--- src/rtl/adc_scan_sequencer_if.sv ---
// Result hand-off port of the ADC scan sequencer: a channel-tagged
// conversion value offered over valid/ready, plus the overrun pulse that
// flags a result lost because the consumer had not taken it in time.
`timescale 1ns/1ps

interface adc_scan_sequencer_if #(
  parameter int RES_W = 12
) ();
  logic             result_valid;
  logic             result_ready;
  logic [2:0]       result_ch;
  logic [RES_W-1:0] result_data;
  logic             overrun;

  modport master (
    output result_valid, result_ch, result_data, overrun,
    input  result_ready
  );

  modport slave (
    input  result_valid, result_ch, result_data, overrun,
    output result_ready
  );
endinterface

--- src/rtl/adc_scan_sequencer.sv ---
// Autonomous scan controller for an 8-channel convert-then-shift SPI ADC.
// Walks the enabled channels in ascending order. Because the ADC returns the
// result of the previous transaction, every scan starts with a dummy
// transaction and ends with one that re-addresses the first channel.
`timescale 1ns/1ps

module adc_scan_sequencer #(
  parameter int CLK_DIV     = 2,
  parameter int CONV_CYCLES = 100,
  parameter int RES_W       = 12
) (
  input  logic                  clk,
  input  logic                  reset_n,
  input  logic [7:0]            ch_enable,
  input  logic                  scan_start,
  input  logic                  continuous,
  output logic                  busy,
  output logic                  scan_done,
  adc_scan_sequencer_if.master  res,
  output logic                  adc_cs_n,
  output logic                  adc_sclk,
  output logic                  adc_din,
  input  logic                  adc_dout
);

  localparam int CNT_W = $clog2(CONV_CYCLES);
  localparam int PH_W  = $clog2(2 * CLK_DIV);
  localparam logic [CNT_W-1:0] CONV_LAST = CNT_W'(CONV_CYCLES - 1);
  localparam logic [PH_W-1:0]  PH_LAST   = PH_W'(2 * CLK_DIV - 1);
  localparam logic [PH_W-1:0]  PH_RISE   = PH_W'(CLK_DIV);
  localparam logic [3:0]       BIT_LAST  = 4'd11;

  typedef enum logic [2:0] {
    S_IDLE  = 3'd0,
    S_CONV  = 3'd1,
    S_SHIFT = 3'd2,
    S_GAP   = 3'd3,
    S_END   = 3'd4
  } state_t;

  // Lowest enabled channel of a mask (0 when the mask is empty).
  function automatic logic [2:0] first_ch(input logic [7:0] mask);
    logic [2:0] ch;
    ch = 3'd0;
    for (int i = 7; i >= 0; i--) begin
      if (mask[i]) ch = 3'(i);
    end
    return ch;
  endfunction

  // Next enabled channel above cur, returned as {found, channel}.
  function automatic logic [3:0] next_ch(input logic [7:0] mask, input logic [2:0] cur);
    logic [3:0] r;
    r = 4'd0;
    for (int i = 7; i >= 0; i--) begin
      if (mask[i] && (i > int'(cur))) r = {1'b1, 3'(i)};
    end
    return r;
  endfunction

  // Config word bit for SCLK period idx: S/D, O/S, S1, S0, UNI, SLP, then zeros.
  function automatic logic cfg_bit(input logic [2:0] ch, input logic [3:0] idx);
    logic b;
    case (idx)
      4'd0:    b = 1'b1;
      4'd1:    b = ch[0];
      4'd2:    b = ch[2];
      4'd3:    b = ch[1];
      4'd4:    b = 1'b1;
      default: b = 1'b0;
    endcase
    return b;
  endfunction

  state_t           state_r, state_nx;
  logic [CNT_W-1:0] cnt_r, cnt_nx;
  logic [PH_W-1:0]  ph_r, ph_nx;
  logic [3:0]       bit_r, bit_nx;
  logic [7:0]       mask_r, mask_nx;
  logic [2:0]       idx_r, idx_nx;     // channel addressed by this transaction
  logic [2:0]       src_r, src_nx;     // channel whose result this transaction returns
  logic             dummy_r, dummy_nx; // first transaction of a scan: result discarded
  logic             last_r, last_nx;   // final transaction of a scan
  logic [RES_W-1:0] shift_r, shift_nx;
  logic [3:0]       nch_s;
  logic             load_s, xfer_s, sclk_nx_s, din_nx_s;

  logic             busy_r, done_r, cs_r, sclk_r, din_r;
  logic             rv_r, ovr_r;
  logic [2:0]       rch_r;
  logic [RES_W-1:0] rdata_r;

  // Next-state, channel bookkeeping and pin timing for the scan FSM.
  always_comb begin
    state_nx = state_r;
    cnt_nx   = cnt_r;
    ph_nx    = ph_r;
    bit_nx   = bit_r;
    mask_nx  = mask_r;
    idx_nx   = idx_r;
    src_nx   = src_r;
    dummy_nx = dummy_r;
    last_nx  = last_r;
    shift_nx = shift_r;
    nch_s    = next_ch(mask_r, idx_r);
    case (state_r)
      S_IDLE: begin
        if (scan_start && (ch_enable != 8'd0)) begin
          mask_nx  = ch_enable;
          idx_nx   = first_ch(ch_enable);
          dummy_nx = 1'b1;
          last_nx  = 1'b0;
          cnt_nx   = '0;
          state_nx = S_CONV;
        end else begin
          state_nx = S_IDLE;
        end
      end
      S_CONV: begin
        if (cnt_r == CONV_LAST) begin
          ph_nx    = '0;
          bit_nx   = 4'd0;
          state_nx = S_SHIFT;
        end else begin
          cnt_nx = cnt_r + CNT_W'(1);
        end
      end
      S_SHIFT: begin
        if (ph_r == PH_RISE) begin
          shift_nx = {shift_r[RES_W-2:0], adc_dout};
        end else begin
          shift_nx = shift_r;
        end
        if (ph_r == PH_LAST) begin
          ph_nx = '0;
          if (bit_r == BIT_LAST) begin
            state_nx = S_GAP;
          end else begin
            bit_nx = bit_r + 4'd1;
          end
        end else begin
          ph_nx = ph_r + PH_W'(1);
        end
      end
      S_GAP: begin
        cnt_nx = '0;
        if (last_r) begin
          state_nx = S_END;
        end else begin
          src_nx   = idx_r;
          dummy_nx = 1'b0;
          state_nx = S_CONV;
          if (nch_s[3]) begin
            idx_nx  = nch_s[2:0];
            last_nx = 1'b0;
          end else begin
            idx_nx  = first_ch(mask_r);
            last_nx = 1'b1;
          end
        end
      end
      S_END: begin
        if (continuous && (ch_enable != 8'd0)) begin
          mask_nx  = ch_enable;
          idx_nx   = first_ch(ch_enable);
          dummy_nx = 1'b1;
          last_nx  = 1'b0;
          cnt_nx   = '0;
          state_nx = S_CONV;
        end else begin
          state_nx = S_IDLE;
        end
      end
      default: state_nx = S_IDLE;
    endcase
    load_s    = (state_r == S_GAP) && !dummy_r;
    xfer_s    = rv_r && res.result_ready;
    sclk_nx_s = (state_nx == S_SHIFT) && (ph_nx >= PH_RISE);
    if (state_nx == S_SHIFT) begin
      din_nx_s = cfg_bit(idx_nx, bit_nx);
    end else begin
      din_nx_s = 1'b0;
    end
  end

  // FSM state, counters and channel bookkeeping registers.
  always_ff @(posedge clk or negedge reset_n) begin
    if (!reset_n) begin
      state_r <= S_IDLE;
      cnt_r   <= '0;
      ph_r    <= '0;
      bit_r   <= 4'd0;
      mask_r  <= 8'd0;
      idx_r   <= 3'd0;
      src_r   <= 3'd0;
      dummy_r <= 1'b0;
      last_r  <= 1'b0;
      shift_r <= '0;
    end else begin
      state_r <= state_nx;
      cnt_r   <= cnt_nx;
      ph_r    <= ph_nx;
      bit_r   <= bit_nx;
      mask_r  <= mask_nx;
      idx_r   <= idx_nx;
      src_r   <= src_nx;
      dummy_r <= dummy_nx;
      last_r  <= last_nx;
      shift_r <= shift_nx;
    end
  end

  // ADC pins and status flags, registered from the upcoming state.
  always_ff @(posedge clk or negedge reset_n) begin
    if (!reset_n) begin
      busy_r <= 1'b0;
      done_r <= 1'b0;
      cs_r   <= 1'b0;
      sclk_r <= 1'b0;
      din_r  <= 1'b0;
    end else begin
      busy_r <= (state_nx != S_IDLE);
      done_r <= (state_nx == S_END);
      cs_r   <= (state_nx == S_CONV);
      sclk_r <= sclk_nx_s;
      din_r  <= din_nx_s;
    end
  end

  // Result holding register; a load over an untaken result flags overrun.
  always_ff @(posedge clk or negedge reset_n) begin
    if (!reset_n) begin
      rv_r    <= 1'b0;
      ovr_r   <= 1'b0;
      rch_r   <= 3'd0;
      rdata_r <= '0;
    end else if (load_s) begin
      rv_r    <= 1'b1;
      ovr_r   <= rv_r && !res.result_ready;
      rch_r   <= src_r;
      rdata_r <= shift_r;
    end else begin
      rv_r    <= rv_r && !xfer_s;
      ovr_r   <= 1'b0;
    end
  end

  assign busy             = busy_r;
  assign scan_done        = done_r;
  assign adc_cs_n         = cs_r;
  assign adc_sclk         = sclk_r;
  assign adc_din          = din_r;
  assign res.result_valid = rv_r;
  assign res.result_ch    = rch_r;
  assign res.result_data  = rdata_r;
  assign res.overrun      = ovr_r;

endmodule

--- src/flat_wrapper.sv ---
// flat-port wrapper written by rule: the top's interface ports become plain ports
module adc_scan_sequencer_flat 
#(
  parameter int CLK_DIV     = 2,
  parameter int CONV_CYCLES = 100,
  parameter int RES_W       = 12
)
  (clk, reset_n, ch_enable, scan_start, continuous, busy, scan_done, adc_cs_n, adc_sclk, adc_din, adc_dout, res_result_valid, res_result_ch, res_result_data, res_overrun, res_result_ready);
  adc_scan_sequencer_if #(.RES_W(RES_W)) res_i ();
  input  logic clk;
  input  logic reset_n;
  input  logic [7:0] ch_enable;
  input  logic scan_start;
  input  logic continuous;
  output logic busy;
  output logic scan_done;
  output logic adc_cs_n;
  output logic adc_sclk;
  output logic adc_din;
  input  logic adc_dout;
  output wire logic [$bits(res_i.result_valid)-1:0] res_result_valid;
  output wire logic [$bits(res_i.result_ch)-1:0] res_result_ch;
  output wire logic [$bits(res_i.result_data)-1:0] res_result_data;
  output wire logic [$bits(res_i.overrun)-1:0] res_overrun;
  input wire logic [$bits(res_i.result_ready)-1:0] res_result_ready;
  assign res_result_valid = res_i.result_valid;
  assign res_result_ch = res_i.result_ch;
  assign res_result_data = res_i.result_data;
  assign res_overrun = res_i.overrun;
  assign res_i.result_ready = res_result_ready;
  adc_scan_sequencer #(.CLK_DIV(CLK_DIV), .CONV_CYCLES(CONV_CYCLES), .RES_W(RES_W)) u_core (.clk(clk), .reset_n(reset_n), .ch_enable(ch_enable), .scan_start(scan_start), .continuous(continuous), .busy(busy), .scan_done(scan_done), .res(res_i), .adc_cs_n(adc_cs_n), .adc_sclk(adc_sclk), .adc_din(adc_din), .adc_dout(adc_dout));
endmodule
--- config.mk ---
export PLATFORM = sky130hd
export DESIGN_NAME = adc_scan_sequencer_flat
export DESIGN_NICKNAME = d
export VERILOG_FILES = /design/src/rtl/adc_scan_sequencer_if.sv /design/src/rtl/adc_scan_sequencer.sv /design/src/flat_wrapper.sv
export SDC_FILE = /design/constraint.sdc
export NUM_CORES = 1
export LEC_CHECK = 0
export ABC_CLOCK_PERIOD_IN_PS = 6200
export BUFFER_PORTS_ARGS = -buffer_cell sky130_fd_sc_hd__buf_2
export CORE_UTILIZATION = 45
export DETAILED_ROUTE_END_ITERATION = 10
export SLEW_MARGIN = 10
export SYNTH_ARGS = -nofsm -noshare
export SYNTH_HDL_FRONTEND = slang
export SYNTH_SLANG_ARGS = --single-unit
--- constraint.sdc ---
create_clock -name clk -period 6.2 [get_ports clk]
set_input_delay 0.93 -clock clk [delete_from_list [all_inputs] [get_ports clk]]
set_output_delay 0.93 -clock clk [all_outputs]
set_load 0.02 [all_outputs]
==> results.yml, run 1 <==
synth:
  syn_area_per_cell_um2: 11.0
  synth_cell_types: 54
  synth_edf_count: 0
  async_flop_share: 1.00
  synth_top_area_cell: "dfrtp_1"
  synthFlopType: "dfrtp_1"
  ys_warn_count: 0
  yosysSeqAreaShare: 0.525
  synth_nets: 303
  yosys-top-cells-area: "dfrtp_1 52%, mux2_2 13%, nand2_1 2.3%"
  ys_seq_elements: 66
  syn_area_um2: 3150
  yosysMostFrequentCell: "dfrtp_1"
  syn_inst: 285
  synth_top_area_share: 0.525
  yosys-top-cells-count: "66 x dfrtp_1, 35 x mux2_2, 19 x nand2_1, 15 x nor2_1, 14 x o21ai_0"
clocking:
  post_cts_buffers: 0
  htreeDepth: 3
  insertion_delay_ns: 0.34
  cts_resized: 0
  cts_sinks: 66
  cts_buffer_depth: 2
  ctsHoldBuffers: 0
  cts_tree: "built"
  cts_buffers: 9
  clk_pin_slew_worst_paths_ns: 0.07
  clockRootBuffer: "clkbuf_8"
power_and_ir_drop:
  power.leakage_nw: 1.73
  ir_worst_vdd_mv: 0.108
  powerDensity_nw_per_um2: 233
placement:
  portBuffers: 35
  gp_congestion: 0.848
  place.detailed.hpwl_mm: 4.28
worst_setup_path:
  crit_buf_inv: 1
  critPathLaunchType: "primary input"
  worstReg2RegStart: "u_core.state_r[2]"
  cp.required_ns: 6.42
  cp_max_fo: 23
  crit_slowest_cell: "a2111o_1"
  endpoint_kind: "register"
  crit_start: "ch_enable[4]"
  r2r_slack_ns: 3.57
  critPathKind: "in2reg"
  r2r_cells: 5
  cpPeakStageDelay_ns: 0.70
  worstPathCellList: "buf_2 > nor4_1 > a2111o_1 > o311ai_0 > o21bai_1 > or3_1"
  arrival_ns: 3.13
  endpoint: "u_core.busy"
  critPathTopFamily: "compound AO/OA/AOI/OAI gates"
  r2r-end: "u_core.busy"
  cp.depth: 6
drt:
  wl_per_cell_um: 15.3
  drt-pass1-iter-count: 4
  viasPerCell: 5.60
  vias: 2270
  drt_first_iter_violations: 96
  drc_errors: 0
  ant_nets: 0
  wirelength_mm: 6.20
timing:
  hold_ws_ns: 0.476
  finClkSkew_ns: 0.00599
  slew_violations: 0
  relSlewSlack: 0.458
  rsz0062_at_grt: "false"
  hold_viol_final: 0
  post-route-period-util: 0.469
  tightest_slew_ns: 0.812
  max_freq_ghz: 0.344
  fin_setup_tns_ns: 0
  min_period_ns: 2.91
  setup_violations: 0
global_routing:
  grt_pass1_vias: 2189
  overflow: 0
  grt_pass1_wl_mm: 10.4
  antenna_found_initial: 0
  grt_max_degree: 67
  grt.total_usage: 0.184
run:
  cap_violations: 0
floorplan:
  die_area_um2: 7330
  io_pins: 36
  rows: 30
  dieHeight_um: 85.6
  fp.coreArea_um2: 6760
  start_util: 0.466
  die_x_um: 85.6
min_path:
  hp-class: "reg2reg"
final_layout:
  final_nets: 338
  area_delta_synth_final_pct: 13.9
  antenna_cells: 0
  drive_gt1_frac: 0.295
run_status:
  status: "finished, final reports clean"
## power breakdown
part / total, mW / internal (mW) / switching (mW)
clock network: 0.366 / 0.197 / 0.168
logic: 0.0298 / 0.0118 / 0.0180
registers: 0.438 / 0.433 / 0.00502
## flip-flops by register name, summed over array words and instances, names as in the netlist
register and flops:
u_core.state_r 3, u_core.adc_sclk 1, u_core.ph_r 2, u_core.cnt_r 7, u_core.bit_r 4, u_core.shift_r 12
u_core.res.result_valid 1, u_core.adc_cs_n 1, u_core.scan_done 1, u_core.idx_r 3, u_core.busy 1, u_core.res.overrun 1
u_core.res.result_data 12, u_core.res.result_ch 3, u_core.adc_din 1, u_core.last_r 1, u_core.dummy_r 1, u_core.src_r 3
u_core.mask_r 8
## final cells by class
class                   count  area [um2]
well taps                  80         100
inverters                  10        37.5
flip-flops and latches     66        1650
fillers                   615        3170
multi-input cells         196        1400
repair buffers             37         190
clock inverters             6        66.3
clock buffers              10         138
## per-stage QoR
stage / total power, mW / area [um2] / setup WS, ns / util / cells
after global routing: 0.867 / 3580 / 3.08 / 0.530 / 405
after floorplan: 0.458 / 3150 / 3.78 / - / 285
after detailed placement: 0.477 / 3380 / 2.95 / 0.500 / 389
after CTS: 0.846 / 3580 / 3.32 / 0.530 / 405
after global placement: 0.477 / 3380 / 3.05 / 0.500 / 389
final: 0.834 / 3580 / 3.29 / 0.530 / 405
## per-layer routing
layer	part of all wire	track usage	routed length, um	up-vias
met4	0.0077	0.0773	48	0
met5	0	0	0	-
li1	-	-	-	1116
met1	0.49	0.245	3010	1089
met2	0.46	0.288	2870	59
met3	0.043	0.0481	269	6
## cell families (layout without fill, tap and decap cells)
kind of cell	after synthesis	count (layout)	share of synthesized area
buffers and inverters	23	63	0.0302
DFF	66	66	0.525
xor gates and xnor gates	3	3	0.00835
and+or+nand+nor	94	94	0.164
adders and majority gates	4	4	0.0159
muxes	36	36	0.128
AOI/OAI and AO/OA	59	59	0.128
## how the worst min path moves through the flow
stage,endpoint,startpoint,cells after the start
after detailed placement,u_core.src_r[2],u_core.src_r[2],2
after global routing,u_core.res.result_data[6],u_core.res.result_data[6],1
after global placement,u_core.src_r[1],u_core.src_r[1],2
after floorplan,u_core.src_r[1],u_core.src_r[1],2
final,u_core.src_r[2],u_core.src_r[2],2
after CTS,u_core.src_r[2],u_core.src_r[2],2
## worst min-delay path, stage by stage (launching register included)
cell     delay (ns)
dfrtp_1        0.34
nand2_1        0.04
o21ai_0        0.06
## cell usage in the layout (no fill, tap or decap), types with 7 or more instances in the layout
cell / synthesis / final
nor2_1: 15 / 15
a21oi_1: 11 / 11
nand2_1: 19 / 19
nor4_1: 8 / 8
o21ai_0: 14 / 14
dfrtp_1: 66 / 66
and2_1: 7 / 7
mux2_2: 35 / 35
inv_1: 10 / 10
clkbuf_8: 0 / 10
nand3_1: 8 / 8
buf_2: 4 / 35
nor2b_1: 9 / 9
Power figures use the tool's default switching activity.
==> inputs of run 2 (changes only) <==
Settings changed: ABC_CLOCK_PERIOD_IN_PS 6200 to 2900.
Clock period 6.2 ns to 2.9 ns, I/O delays scaled along.
==> results.yml, run 2 (synthesis results as in run 1) <==
worst_setup_path:
  critPathLaunchType: "register"
  worstPathCellList: "mux2i_1 > a2111o_1 > buf_4 > a2111oi_0 > a211o_1 > and4_4 > o31a_1"
  cpPeakStageDelay_ns: 0.52
  arrival_ns: 2.61
  critPathKind: "reg2reg"
  crit_buf_inv: 1
  endpoint_kind: "register"
  cp.required_ns: 3.17
  crit_slowest_cell: "a2111oi_0"
  cp_max_fo: 12
  critPathTopFamily: "compound AO/OA/AOI/OAI gates"
timing:
  post-route-period-util: 0.810
  relSlewSlack: 0.508
  setup_violations: 0
  rsz0062_at_grt: "false"
  min_period_ns: 2.35
  fin_setup_tns_ns: 0
  finClkSkew_ns: 0.00849
  fin_ws_ns: 0.552
  max_freq_ghz: 0.426
  hold_viol_final: 0
  slew_violations: 0
  tightest_slew_ns: 0.738
clocking:
  cts_resized: 0
  clockRootBuffer: "clkbuf_8"
  cts_buffers: 9
  clk_pin_slew_worst_paths_ns: 0.08
  cts_sinks: 66
  post_cts_buffers: 0
  cts_buffer_depth: 2
  insertion_delay_ns: 0.33
  htreeDepth: 3
  ctsHoldBuffers: 0
  cts_tree: "built"
floorplan:
  die_x_um: 85.6
  rows: 30
  dieHeight_um: 85.6
  start_util: 0.466
  die_area_um2: 7330
  fp.coreArea_um2: 6760
  io_pins: 36
global_routing:
  antenna_found_initial: 0
  grt_pass1_wl_mm: 10.8
  grt_pass1_vias: 2225
  grt.total_usage: 0.188
  grt_max_degree: 36
  overflow: 0
min_path:
  hp-class: "in2async"
drt:
  wl_per_cell_um: 15.6
  wirelength_mm: 6.36
  drt-pass1-iter-count: 4
  drt_first_iter_violations: 82
  vias: 2313
  ant_nets: 0
  viasPerCell: 5.66
  drc_errors: 0
final_layout:
  layout_commonest_cell: "dfrtp_1"
  area_delta_synth_final_pct: 15.9
  antenna_cells: 0
  drive_gt1_frac: 0.304
  n_fill_cell: 610
  final_nets: 342
  final_cell_mix: "66 x dfrtp_1, 35 x mux2_2, 35 x buf_2, 19 x nand2_1, 15 x nor2_1"
power_and_ir_drop:
  powerDensity_nw_per_um2: 512
  power.leakage_nw: 1.76
  ir_worst_vdd_mv: 0.231
placement:
  portBuffers: 35
  post-place-ws_ns: 0.505
  gp_congestion: 0.809
  place.detailed.hpwl_mm: 4.46
run_status:
  status: "finished, final reports clean"
run:
  cap_violations: 0
## run 2: cell types whose count changed in the layout (fill, tap and decap cells not counted), sizes merged
cell      before  now
buf           37   41
clkinv         5    1
bufinv         1    2
clkinvlp       0    2
inv           10   11
## run 2: worst paths after layout
kind	from	to	slack [ns]	depth (start not counted)
worst min register to register	u_core.src_r[1]	u_core.src_r[1]	0.48	2
worst max-delay path	u_core.state_r[2]	u_core.adc_din	0.55	7
min in group clk	res_result_ready	u_core.res.overrun	0.29	2
worst min-delay path	reset_n	u_core.shift_r[0]	0.16	1
worst max register to register	u_core.state_r[2]	u_core.adc_din	0.55	7
max in group asynchronous	reset_n	u_core.res.result_data[10]	2.10	2
## run 2: layout make-up
class / count / area [um2] / share of cell area
Sequential cell: 66 / 1650 / 0.453
Multi-Input combinational cell: 196 / 1400 / 0.384
Timing Repair Buffer: 41 / 233 / 0.0638
Clock buffer: 10 / 138 / 0.0377
Tap cell: 80 / 100 / 0.0274
Clock inverter: 6 / 88.8 / 0.0243
Inverter: 10 / 37.5 / 0.0103
## run 2: power breakdown
group,switching (mW),internal (mW)
Clock,0.356,0.509
Combinational,0.0390,0.0272
Sequential,0.0104,0.926
## run 2: per-stage QoR
| stage | cells | total power [mW] | instance area (um2) | util | hold slack [ns] |
|---|---|---|---|---|---|
| final | 409 | 1.87 | 3650 | 0.540 | 0.157 |
| after global routing | 409 | 1.94 | 3650 | 0.540 | 0.217 |
| after CTS | 409 | 1.89 | 3650 | 0.540 | 0.191 |
| after detailed placement | 393 | 1.02 | 3420 | 0.506 | 0.465 |
| after global placement | 393 | 1.02 | 3420 | 0.506 | 0.460 |
| after floorplan | 285 | 0.980 | 3150 | - | 0.139 |
## run 2: routing by layer
| layer | up-vias | global-route usage | wire length [um] |
|---|---|---|---|
| met5 | - | 0 | 0 |
| met4 | 0 | 0.0773 | 45 |
| li1 | 1118 | - | - |
| met2 | 62 | 0.295 | 2970 |
| met1 | 1129 | 0.261 | 3040 |
| met3 | 4 | 0.0318 | 308 |
